==> src/rtl/crc_stream_if.sv <==
// Handshake bundle for crc_stream: frame control, input word stream and held result.
// The engine takes the slave side; the stream source and the result consumer drive the master side.
interface crc_stream_if #(
    parameter int CRC_W  = 16,
    parameter int DATA_W = 8,
    parameter int CNT_W  = 16
);
    logic [CRC_W-1:0]  seed;
    logic              start;
    logic              s_valid;
    logic              s_ready;
    logic [DATA_W-1:0] s_data;
    logic              s_last;
    logic              m_valid;
    logic              m_ready;
    logic [CRC_W-1:0]  m_crc;
    logic [CNT_W-1:0]  m_len;
    logic              busy;
`ifdef CRC_STREAM_CHECK_EN
    logic [CRC_W-1:0]  chk_crc;
    logic              m_match;
`endif

    modport master (
        output seed, start, s_valid, s_data, s_last, m_ready,
`ifdef CRC_STREAM_CHECK_EN
        output chk_crc,
        input  m_match,
`endif
        input  s_ready, m_valid, m_crc, m_len, busy
    );

    modport slave (
        input  seed, start, s_valid, s_data, s_last, m_ready,
`ifdef CRC_STREAM_CHECK_EN
        input  chk_crc,
        output m_match,
`endif
        output s_ready, m_valid, m_crc, m_len, busy
    );
endinterface

==> src/rtl/crc_stream.sv <==
// Framed streaming CRC engine (generic width/poly/reflection); CRC_STREAM_CHECK_EN adds chk_crc compare -> m_match.
// Latency: result valid the cycle after the last beat is accepted (3 cycles start->result minimum).
// Backpressure: s_ready only in RUN; result held in DONE until m_ready, new frames need start in IDLE.
module crc_stream #(
    parameter int               CRC_W  = 16,
    parameter int               DATA_W = 8,
    parameter logic [CRC_W-1:0] POLY   = 16'h1021,
    parameter bit               REFIN  = 1'b0,
    parameter bit               REFOUT = 1'b0,
    parameter logic [CRC_W-1:0] XOROUT = '0,
    parameter int               CNT_W  = 16
) (
    input  logic        clk,
    input  logic        rst,
    crc_stream_if.slave strm
);

    typedef enum logic [1:0] {
        IDLE = 2'd0,
        RUN  = 2'd1,
        DONE = 2'd2
    } state_e;

    function automatic logic [CRC_W-1:0] crc_fold(input logic [CRC_W-1:0] c,
                                                  input logic [DATA_W-1:0] d);
        logic [CRC_W-1:0] r;
        logic             fb;
        r = c;
        for (int i = 0; i < DATA_W; i++) begin
            fb = r[CRC_W-1] ^ (REFIN ? d[i] : d[DATA_W-1-i]);
            r  = (r << 1) ^ (fb ? POLY : '0);
        end
        return r;
    endfunction

    function automatic logic [CRC_W-1:0] crc_final(input logic [CRC_W-1:0] c);
        logic [CRC_W-1:0] r;
        for (int i = 0; i < CRC_W; i++) begin
            r[i] = REFOUT ? c[CRC_W-1-i] : c[i];
        end
        return r ^ XOROUT;
    endfunction

    state_e           state_q, state_d;
    logic [CRC_W-1:0] crc_q, crc_d;
    logic [CRC_W-1:0] res_q, res_d;
    logic [CNT_W-1:0] cnt_q, cnt_d;
    logic [CNT_W-1:0] len_q, len_d;
    logic [CRC_W-1:0] crc_nxt;
    logic [CRC_W-1:0] res_nxt;
    logic [CNT_W-1:0] cnt_inc;
`ifdef CRC_STREAM_CHECK_EN
    logic [CRC_W-1:0] chk_q, chk_d;
    logic             match_q, match_d;
`endif

    assign crc_nxt = crc_fold(crc_q, strm.s_data);
    assign res_nxt = crc_final(crc_nxt);
    assign cnt_inc = (&cnt_q) ? cnt_q : cnt_q + CNT_W'(1);

    always_comb begin
        state_d = state_q;
        crc_d   = crc_q;
        cnt_d   = cnt_q;
        res_d   = res_q;
        len_d   = len_q;
`ifdef CRC_STREAM_CHECK_EN
        chk_d   = chk_q;
        match_d = match_q;
`endif
        case (state_q)
            IDLE: begin
                if (strm.start) begin
                    crc_d   = strm.seed;
                    cnt_d   = '0;
`ifdef CRC_STREAM_CHECK_EN
                    chk_d   = strm.chk_crc;
`endif
                    state_d = RUN;
                end
            end
            RUN: begin
                // start restarts the frame and drops any beat offered in the same cycle
                if (strm.start) begin
                    crc_d = strm.seed;
                    cnt_d = '0;
`ifdef CRC_STREAM_CHECK_EN
                    chk_d = strm.chk_crc;
`endif
                end else if (strm.s_valid) begin
                    crc_d = crc_nxt;
                    cnt_d = cnt_inc;
                    if (strm.s_last) begin
                        res_d   = res_nxt;
                        len_d   = cnt_inc;
`ifdef CRC_STREAM_CHECK_EN
                        match_d = (res_nxt == chk_q);
`endif
                        state_d = DONE;
                    end
                end
            end
            DONE: begin
                if (strm.m_ready) begin
                    state_d = IDLE;
                end
            end
            default: state_d = IDLE;
        endcase
    end

    always_ff @(posedge clk or posedge rst) begin
        if (rst) begin
            state_q <= IDLE;
            crc_q   <= '0;
            cnt_q   <= '0;
            res_q   <= '0;
            len_q   <= '0;
`ifdef CRC_STREAM_CHECK_EN
            chk_q   <= '0;
            match_q <= 1'b0;
`endif
        end else begin
            state_q <= state_d;
            crc_q   <= crc_d;
            cnt_q   <= cnt_d;
            res_q   <= res_d;
            len_q   <= len_d;
`ifdef CRC_STREAM_CHECK_EN
            chk_q   <= chk_d;
            match_q <= match_d;
`endif
        end
    end

    assign strm.s_ready = (state_q == RUN);
    assign strm.m_valid = (state_q == DONE);
    assign strm.busy    = (state_q != IDLE);
    assign strm.m_crc   = res_q;
    assign strm.m_len   = len_q;
`ifdef CRC_STREAM_CHECK_EN
    assign strm.m_match = match_q;
`endif

endmodule

==> src/flat_wrapper.sv <==
// flat-port wrapper written by rule: the top's interface ports become plain ports
module crc_stream_flat 
#(
    parameter int               CRC_W  = 16,
    parameter int               DATA_W = 8,
    parameter logic [CRC_W-1:0] POLY   = 16'h1021,
    parameter bit               REFIN  = 1'b0,
    parameter bit               REFOUT = 1'b0,
    parameter logic [CRC_W-1:0] XOROUT = '0,
    parameter int               CNT_W  = 16
)
  (clk, rst, strm_seed, strm_start, strm_s_valid, strm_s_data, strm_s_last, strm_m_ready, strm_s_ready, strm_m_valid, strm_m_crc, strm_m_len, strm_busy);
  crc_stream_if #(.CRC_W(CRC_W), .DATA_W(DATA_W), .CNT_W(CNT_W)) strm_i ();
  input  logic clk;
  input  logic rst;
  input wire logic [$bits(strm_i.seed)-1:0] strm_seed;
  input wire logic [$bits(strm_i.start)-1:0] strm_start;
  input wire logic [$bits(strm_i.s_valid)-1:0] strm_s_valid;
  input wire logic [$bits(strm_i.s_data)-1:0] strm_s_data;
  input wire logic [$bits(strm_i.s_last)-1:0] strm_s_last;
  input wire logic [$bits(strm_i.m_ready)-1:0] strm_m_ready;
  output wire logic [$bits(strm_i.s_ready)-1:0] strm_s_ready;
  output wire logic [$bits(strm_i.m_valid)-1:0] strm_m_valid;
  output wire logic [$bits(strm_i.m_crc)-1:0] strm_m_crc;
  output wire logic [$bits(strm_i.m_len)-1:0] strm_m_len;
  output wire logic [$bits(strm_i.busy)-1:0] strm_busy;
  assign strm_i.seed = strm_seed;
  assign strm_i.start = strm_start;
  assign strm_i.s_valid = strm_s_valid;
  assign strm_i.s_data = strm_s_data;
  assign strm_i.s_last = strm_s_last;
  assign strm_i.m_ready = strm_m_ready;
  assign strm_s_ready = strm_i.s_ready;
  assign strm_m_valid = strm_i.m_valid;
  assign strm_m_crc = strm_i.m_crc;
  assign strm_m_len = strm_i.m_len;
  assign strm_busy = strm_i.busy;
  crc_stream #(.CRC_W(CRC_W), .DATA_W(DATA_W), .POLY(POLY), .REFIN(REFIN), .REFOUT(REFOUT), .XOROUT(XOROUT), .CNT_W(CNT_W)) u_core (.clk(clk), .rst(rst), .strm(strm_i));
endmodule
==> config.mk <==
export PLATFORM = sky130hd
export DESIGN_NAME = crc_stream_flat
export DESIGN_NICKNAME = d
export VERILOG_FILES = /design/src/rtl/crc_stream_if.sv /design/src/rtl/crc_stream.sv /design/src/flat_wrapper.sv
export SDC_FILE = /design/constraint.sdc
export NUM_CORES = 1
export LEC_CHECK = 0
export ABC_AREA = 1
export BUFFER_PORTS_ARGS = -buffer_cell sky130_fd_sc_hd__buf_4
export CAP_MARGIN = 20
export CELL_PAD_IN_SITES_DETAIL_PLACEMENT = 0
export CELL_PAD_IN_SITES_GLOBAL_PLACEMENT = 1
export CORE_ASPECT_RATIO = 0.7
export CORE_UTILIZATION = 43
export DETAILED_ROUTE_END_ITERATION = 6
export PLACE_DENSITY_LB_ADDON = 0.12
export SETUP_SLACK_MARGIN = 0.05
export SYNTH_ARGS = -nofsm -noshare
export SYNTH_HDL_FRONTEND = slang
export SYNTH_SLANG_ARGS = --single-unit
==> constraint.sdc <==
create_clock -name clk -period 4.2 [get_ports clk]
set_clock_uncertainty 0.1 [all_clocks]
set_input_delay 0.42 -clock clk [delete_from_list [all_inputs] [get_ports clk]]
set_output_delay 0.42 -clock clk [all_outputs]
set_load 0.02 [all_outputs]
==> results of run 1 <==
## cells in the mapped netlist (2+ instances only)
cell type  number
nand2_1       220
buf_2           7
nand4_1         3
inv_2           6
o21ai_1         3
xnor2_1         8
nand3_2         6
dfrtp_1        66
nand2_2         2
buf_4           2
a21oi_1         7
inv_1          46
nand3_1        30
buf_6           5
a31oi_1        11
o21ai_0        24
xor2_1          4
nor2_1         33
nor2_4          3
## registers in the layout (all words and copies together) (netlist names)
register / cells
u_core.crc_q: 16
u_core.strm.m_len: 16
u_core.cnt_q: 16
u_core.strm.m_crc: 16
u_core.state_q: 2
## final cells by class
class	instances	area, um^2	area share, %
timing repair buffer	66	495.5	11.15
multi-input combinational	363	1655	37.27
tap	101	126.4	2.845
clock buffer	15	287.8	6.479
inverter	52	195.2	4.394
clock inverter	1	30.03	0.6761
sequential	66	1652	37.18
## layout by cell type, fill, tap and decap left out, drive strengths merged
cell    instances
nand3          36
inv            52
nand4           3
xnor2           8
a21oi           8
nor3            1
buf            66
dfrtp          66
and2            1
o21ai          28
clkbuf         15
nand2         223
xor2            4
a31oi          11
nand3b          1
bufinv          1
o31ai           1
a22oi           1
nor2           36
ha              1
## final timing paths
check,end,slack (ns),depth (start not counted)
min in group asynchronous,u_core.cnt_q[3],0.21,2
worst max-delay path,u_core.strm.m_crc[10],1.95,7
max in group asynchronous,u_core.crc_q[7],2.92,3
worst min-delay path,u_core.state_q[1],0.16,2
worst min register to register,u_core.strm.m_len[10],0.38,2
worst max register to register,u_core.strm.m_crc[10],1.95,7
## cells by family (layout without fill, tap and decap cells)
family | count (synthesis) | in the layout | synth area share [%]
compound gates | 49 | 49 | 7.517
xor+xnor | 12 | 12 | 2.910
fa+ha+maj | 1 | 1 | 0.3463
buf+inv | 67 | 134 | 8.451
flops | 66 | 66 | 45.72
simple gates | 301 | 301 | 35.05
## layer usage
| layer | vias up | GRT usage, % | routed length, um |
|---|---|---|---|
| met5 | - | 0 | 0 |
| met4 | 0 | 5.405 | 68 |
| met3 | 4 | 7.722 | 595 |
| met2 | 101 | 31.44 | 3596 |
| met1 | 1484 | 35.14 | 4969 |
| li1 | 1676 | - | - |
## report_power, final
group          internal, mW  switching (mW)  total [mW]
clock                 0.525           0.266       0.790
combinational         0.230           0.361       0.591
sequential            0.748          0.0876       0.836
## worst max-delay path: cells and delay by family (launching register included)
family	cells	cell delay (ns)
AND/OR/NAND/NOR	4	0.99
buffers and inverters	2	0.50
flip-flops	1	0.41
AO/OA/AOI/OAI	1	0.10
## through the flow
step / instances / hold WS, ns / util, % / cell area, um^2 / power (mW)
after global placement: 648 / 0.3654 / 51.51 / 4124 / 1.426
after global routing: 664 / 0.1418 / 55.48 / 4442 / 2.355
after detailed placement: 648 / 0.3669 / 51.51 / 4124 / 1.436
after floorplan: 496 / 0.3707 / - / 3612 / 1.209
after CTS: 664 / 0.1469 / 55.48 / 4442 / 2.238
final: 664 / 0.1587 / 55.48 / 4442 / 2.216
==> results.py, run 1 <==
metrics = {
    "run_status": {
        "status": "finished, violations left",
        "violations": "DRC",
    },
    "layout": {
        "areaGrowthSynthToFinish_pct": 22.97,
        "fill_cells": 788,
        "nNetsFinal": 589,
        "drive_above_1_share_pct": 18.12,
        "diodes": 0,
    },
    "cts": {
        "cts-buffers-inserted": 9,
        "cts_root_buffer": "clkbuf_16",
        "cts_max_path_buffers": 2,
        "cts_max_level": 3,
        "clk_pin_slew_worst_paths_ns": 0.05,
        "holdBufCountCts": 0,
        "postCtsSetupRepairBufs": 0,
        "cts_resized": 0,
        "cts_tree": "built",
        "insertion_delay_ns": 0.33,
        "cts_sinks": 66,
    },
    "pwr": {
        "powerDensity_mw_per_mm2": 499.0,
        "p_leak_nw": 2.454,
        "ir_drop_mv": 0.2659,
    },
    "floorplanning": {
        "die_w_um": 111.5,
        "row_count": 27,
        "start_util_pct": 45.12,
        "ios": 65,
        "die_h_um": 78.69,
        "fp.coreArea_mm2": 0.008006,
        "dieArea_mm2": 0.008777,
    },
    "logic_synthesis": {
        "netlist_area_mm2": 0.003612,
        "syn_inst": 496,
        "ys_ff_latch": 66,
        "ys.flop_type": "dfrtp_1",
        "seq_area_frac_synth_pct": 45.72,
        "yosysWarnings": 0,
        "avgSynthCellArea_um2": 7.283,
        "synthTopCellsByArea": "dfrtp_1 (46%), nand2_1 (23%), inv_1 (4.8%)",
        "synth_largest_area_cell": "dfrtp_1",
        "yosysUniqueCellTypes": 29,
        "yosys.area.top_type_share_pct": 45.72,
        "synthesis.nets": 527,
        "synth_edf_count": 0,
        "async_reset_ff_share_pct": 100.0,
    },
    "timing": {
        "relSlewSlack_pct": 37.56,
        "final_max_slew_viol_count": 0,
        "fin_crit_ns": 2.255,
        "final.setup.worst_slack_ns": 1.945,
        "hold_viol": 0,
        "rsz0062_at_grt": "false",
        "setup_violations": 0,
        "worst_slew_pin_slew_ns": 0.9353,
        "fin_setup_tns_ns": 0,
        "min_period_over_period_pct": 53.68,
        "fmax_mhz": 443.6,
    },
    "routing": {
        "wirelength_um": 9229,
        "vias_per_cell": 4.917,
        "ant_nets": 0,
        "drtPass1Iterations": 7,
        "wl_per_cell_um": 13.90,
        "drc": 8,
        "first_iter_violations": 196,
        "vias": 3265,
    },
    "grt": {
        "grt-ovfl-total": 0,
        "first_global_vias": 3065,
        "grt_max_degree": 44,
        "grt_pass1_wl_um": 15550,
        "antenna_found_initial": 0,
        "grt_usage_pct": 23.27,
    },
    "setup_path": {
        "crit_chain": "inv_2 -> nor2_4 -> nand2_4 -> nor2_4 -> inv_2 -> nand2_1 -> o21ai_0",
        "startpoint_type": "flip-flop",
        "worstPathArrival_ns": 2.34,
        "crit_fanout": 31,
        "endpoint_kind": "flip-flop",
        "reg2reg_from": "u_core.state_q[0]",
        "path_class": "reg2reg",
        "slowest_stage": "nor2_4",
        "worstSetupStartpoint": "u_core.state_q[0]",
        "max_stage_delay_ns": 0.57,
        "cp.required_ns": 4.29,
    },
    "hold_path": {
        "hp-start": "strm_m_ready",
        "worst_hold_path_type": "in2reg",
    },
    "placement": {
        "dp_slack_ns": 1.876,
        "port_buffers": 64,
        "place_congestion": 0.8189,
        "dp_hpwl_um": 6580,
    },
    "flow_run": {
        "cap_viol_max_count": 0,
    },
}
No activity file was read; power rests on OpenSTA's default activity.
==> inputs of run 2 (changes only) <==
Settings changed: CORE_UTILIZATION 43 to 40.
Clock period 4.2 ns to 2.3 ns, I/O delays scaled along.
==> results.py, run 2 (synthesis results as in run 1) <==
metrics = {
    "routing": {
        "dr_wl_met2_um": 3815,
        "wirelength_um": 9608,
        "vias_per_cell": 4.722,
        "routed.top_layer": "met4",
        "wl_per_cell_um": 13.92,
        "wl_met3_um": 625,
        "first_iter_violations": 145,
        "m1WireLength_um": 5134,
        "drc": 0,
        "vias": 3258,
        "ant_nets": 0,
        "drtPass1Iterations": 4,
    },
    "setup_path": {
        "path_delay_family": "simple AND/OR/NAND/NOR gates",
        "max_stage_delay_ns": 0.41,
        "crit_fanout": 29,
        "r2r_cells": 7,
        "rr_endpoint": "u_core.strm.m_crc[14]",
        "slowest_stage": "dfrtp_1",
        "path_class": "reg2reg",
        "crit_chain": "inv_2 -> nor2_4 -> nand2_4 -> nor2_4 -> inv_2 -> nand2_1 -> o21ai_0",
        "cp.depth": 7,
        "reg2reg_from": "u_core.state_q[0]",
        "worstPathArrival_ns": 1.97,
        "startpoint_type": "flip-flop",
        "path_buf_inv": 2,
        "endpoint_kind": "flip-flop",
        "crit_path_end": "u_core.strm.m_crc[14]",
        "cp.required_ns": 2.40,
        "reg2reg_slack_ns": 0.42,
        "worstSetupStartpoint": "u_core.state_q[0]",
    },
    "placement": {
        "dp_hpwl_um": 6837,
        "place_congestion": 0.8518,
        "port_buffers": 64,
    },
    "cts": {
        "cts_max_path_buffers": 2,
        "holdBufCountCts": 2,
        "postCtsSetupRepairBufs": 0,
        "cts_tree": "built",
        "cts_root_buffer": "clkbuf_16",
        "cts-buffers-inserted": 9,
        "cts_max_level": 3,
        "cts_sinks": 66,
        "cts_resized": 0,
        "insertion_delay_ns": 0.32,
        "clk_pin_slew_worst_paths_ns": 0.06,
    },
    "layout": {
        "nNetsFinal": 596,
        "final_common_cell": "nand2_1",
        "drive_above_1_share_pct": 18.95,
        "most-common-layout-cells": "nand2_1 (220), buf_4 (70), dfrtp_1 (66)",
        "areaGrowthSynthToFinish_pct": 25.63,
        "final_util_pct": 52.66,
        "diodes": 0,
    },
    "flow_run": {
        "cap_viol_max_count": 0,
    },
    "pwr": {
        "p_leak_nw": 2.490,
        "p_switching_mw": 1.307,
        "switching_share_pct": 32.04,
        "powerDensity_mw_per_mm2": 899.2,
        "comb_power_share_pct": 26.9,
        "p_seq_share_pct": 37.1,
        "p_int_mw": 2.773,
        "clkPwrFrac_pct": 36.0,
        "ir_drop_mv": 0.5839,
    },
    "grt": {
        "first_global_vias": 2997,
        "antenna_found_initial": 0,
        "grt_max_degree": 45,
        "grt_usage_pct": 22.18,
        "grt_pass1_wl_um": 15490,
        "grt-ovfl-total": 0,
    },
    "timing": {
        "fmax_mhz": 532.1,
        "min_period_over_period_pct": 81.72,
        "relSlewSlack_pct": 60.40,
        "worst_slew_pin_slew_ns": 0.5932,
        "fin_setup_tns_ns": 0,
        "fin_crit_ns": 1.879,
        "final_max_slew_viol_count": 0,
        "setup_violations": 0,
        "hold_viol": 0,
        "rsz0062_at_grt": "false",
    },
    "floorplanning": {
        "ios": 65,
        "die_w_um": 115.6,
        "row_count": 28,
        "die_h_um": 81.51,
        "start_util_pct": 41.91,
        "dieArea_mm2": 0.009420,
        "fp.coreArea_mm2": 0.008618,
    },
    "run_status": {
        "status": "finished clean",
    },
    "hold_path": {
        "worst_hold_path_type": "in2reg",
        "hp-start": "strm_seed[10]",
    },
}
run 2: changes by cell type in the layout (fill, tap and decap cells not counted), sizes merged:
cell	change
dlygate4sd3	+2
buf	+5
bufinv	+1
clkinvlp	+1
clkbuf	-4
clkinv	+2
run 2: power groups by stage:
stage	registers, mW	logic (mW)	clock network (mW)
3_3_place_gp	1.53	1.09	0
6_report	1.51	1.10	1.47
3_5_place_dp	1.53	1.10	0
2_1_floorplan	1.66	0.547	0
4_1_cts	1.51	1.11	1.50
5_1_grt	1.55	1.23	1.55
run 2: how the worst min path moves through the flow:
stage,to,slack (ns),depth (start not counted)
floorplan,u_core.state_q[1],0.22,1
global route,u_core.crc_q[3],0.07,3
detailed placement,u_core.strm.m_crc[15],0.22,2
global placement,u_core.strm.m_crc[15],0.21,2
CTS,u_core.crc_q[10],0.07,3
finish,u_core.crc_q[10],0.08,3
run 2: per-layer routing:
metal | up-vias | track usage (%)
met3 | 2 | 5.609
met1 | 1479 | 33.89
met2 | 90 | 30.96
li1 | 1687 | -
met5 | - | 0
met4 | 0 | 4.805
run 2: stage by stage:
step | hold WS [ns] | setup WS (ns) | instance area [um^2] | cells | power [mW]
final | 0.07854 | 0.4206 | 4538 | 690 | 4.080
after global routing | 0.07333 | 0.2149 | 4538 | 690 | 4.326
after CTS | 0.06571 | 0.3962 | 4538 | 690 | 4.131
after detailed placement | 0.2151 | 0.4118 | 4198 | 672 | 2.631
after global placement | 0.2126 | 0.4359 | 4198 | 672 | 2.614
after floorplan | 0.2163 | 0.3152 | 3612 | 496 | 2.208
run 2: layout make-up:
type,count,area [um^2]
multi-input combinational,363,1655
inverter,52,195.2
clock buffer,11,242.7
fill,865,4080
timing repair buffer,73,565.5
clock inverter,5,77.57
sequential,66,1652
tap,120,150.1
run 2: worst min-delay path: cells and delay by family:
family	cells	cell delay, ns
buffers and inverters	1	0.10
AO/OA/AOI/OAI	1	0.07
AND/OR/NAND/NOR	1	0.05
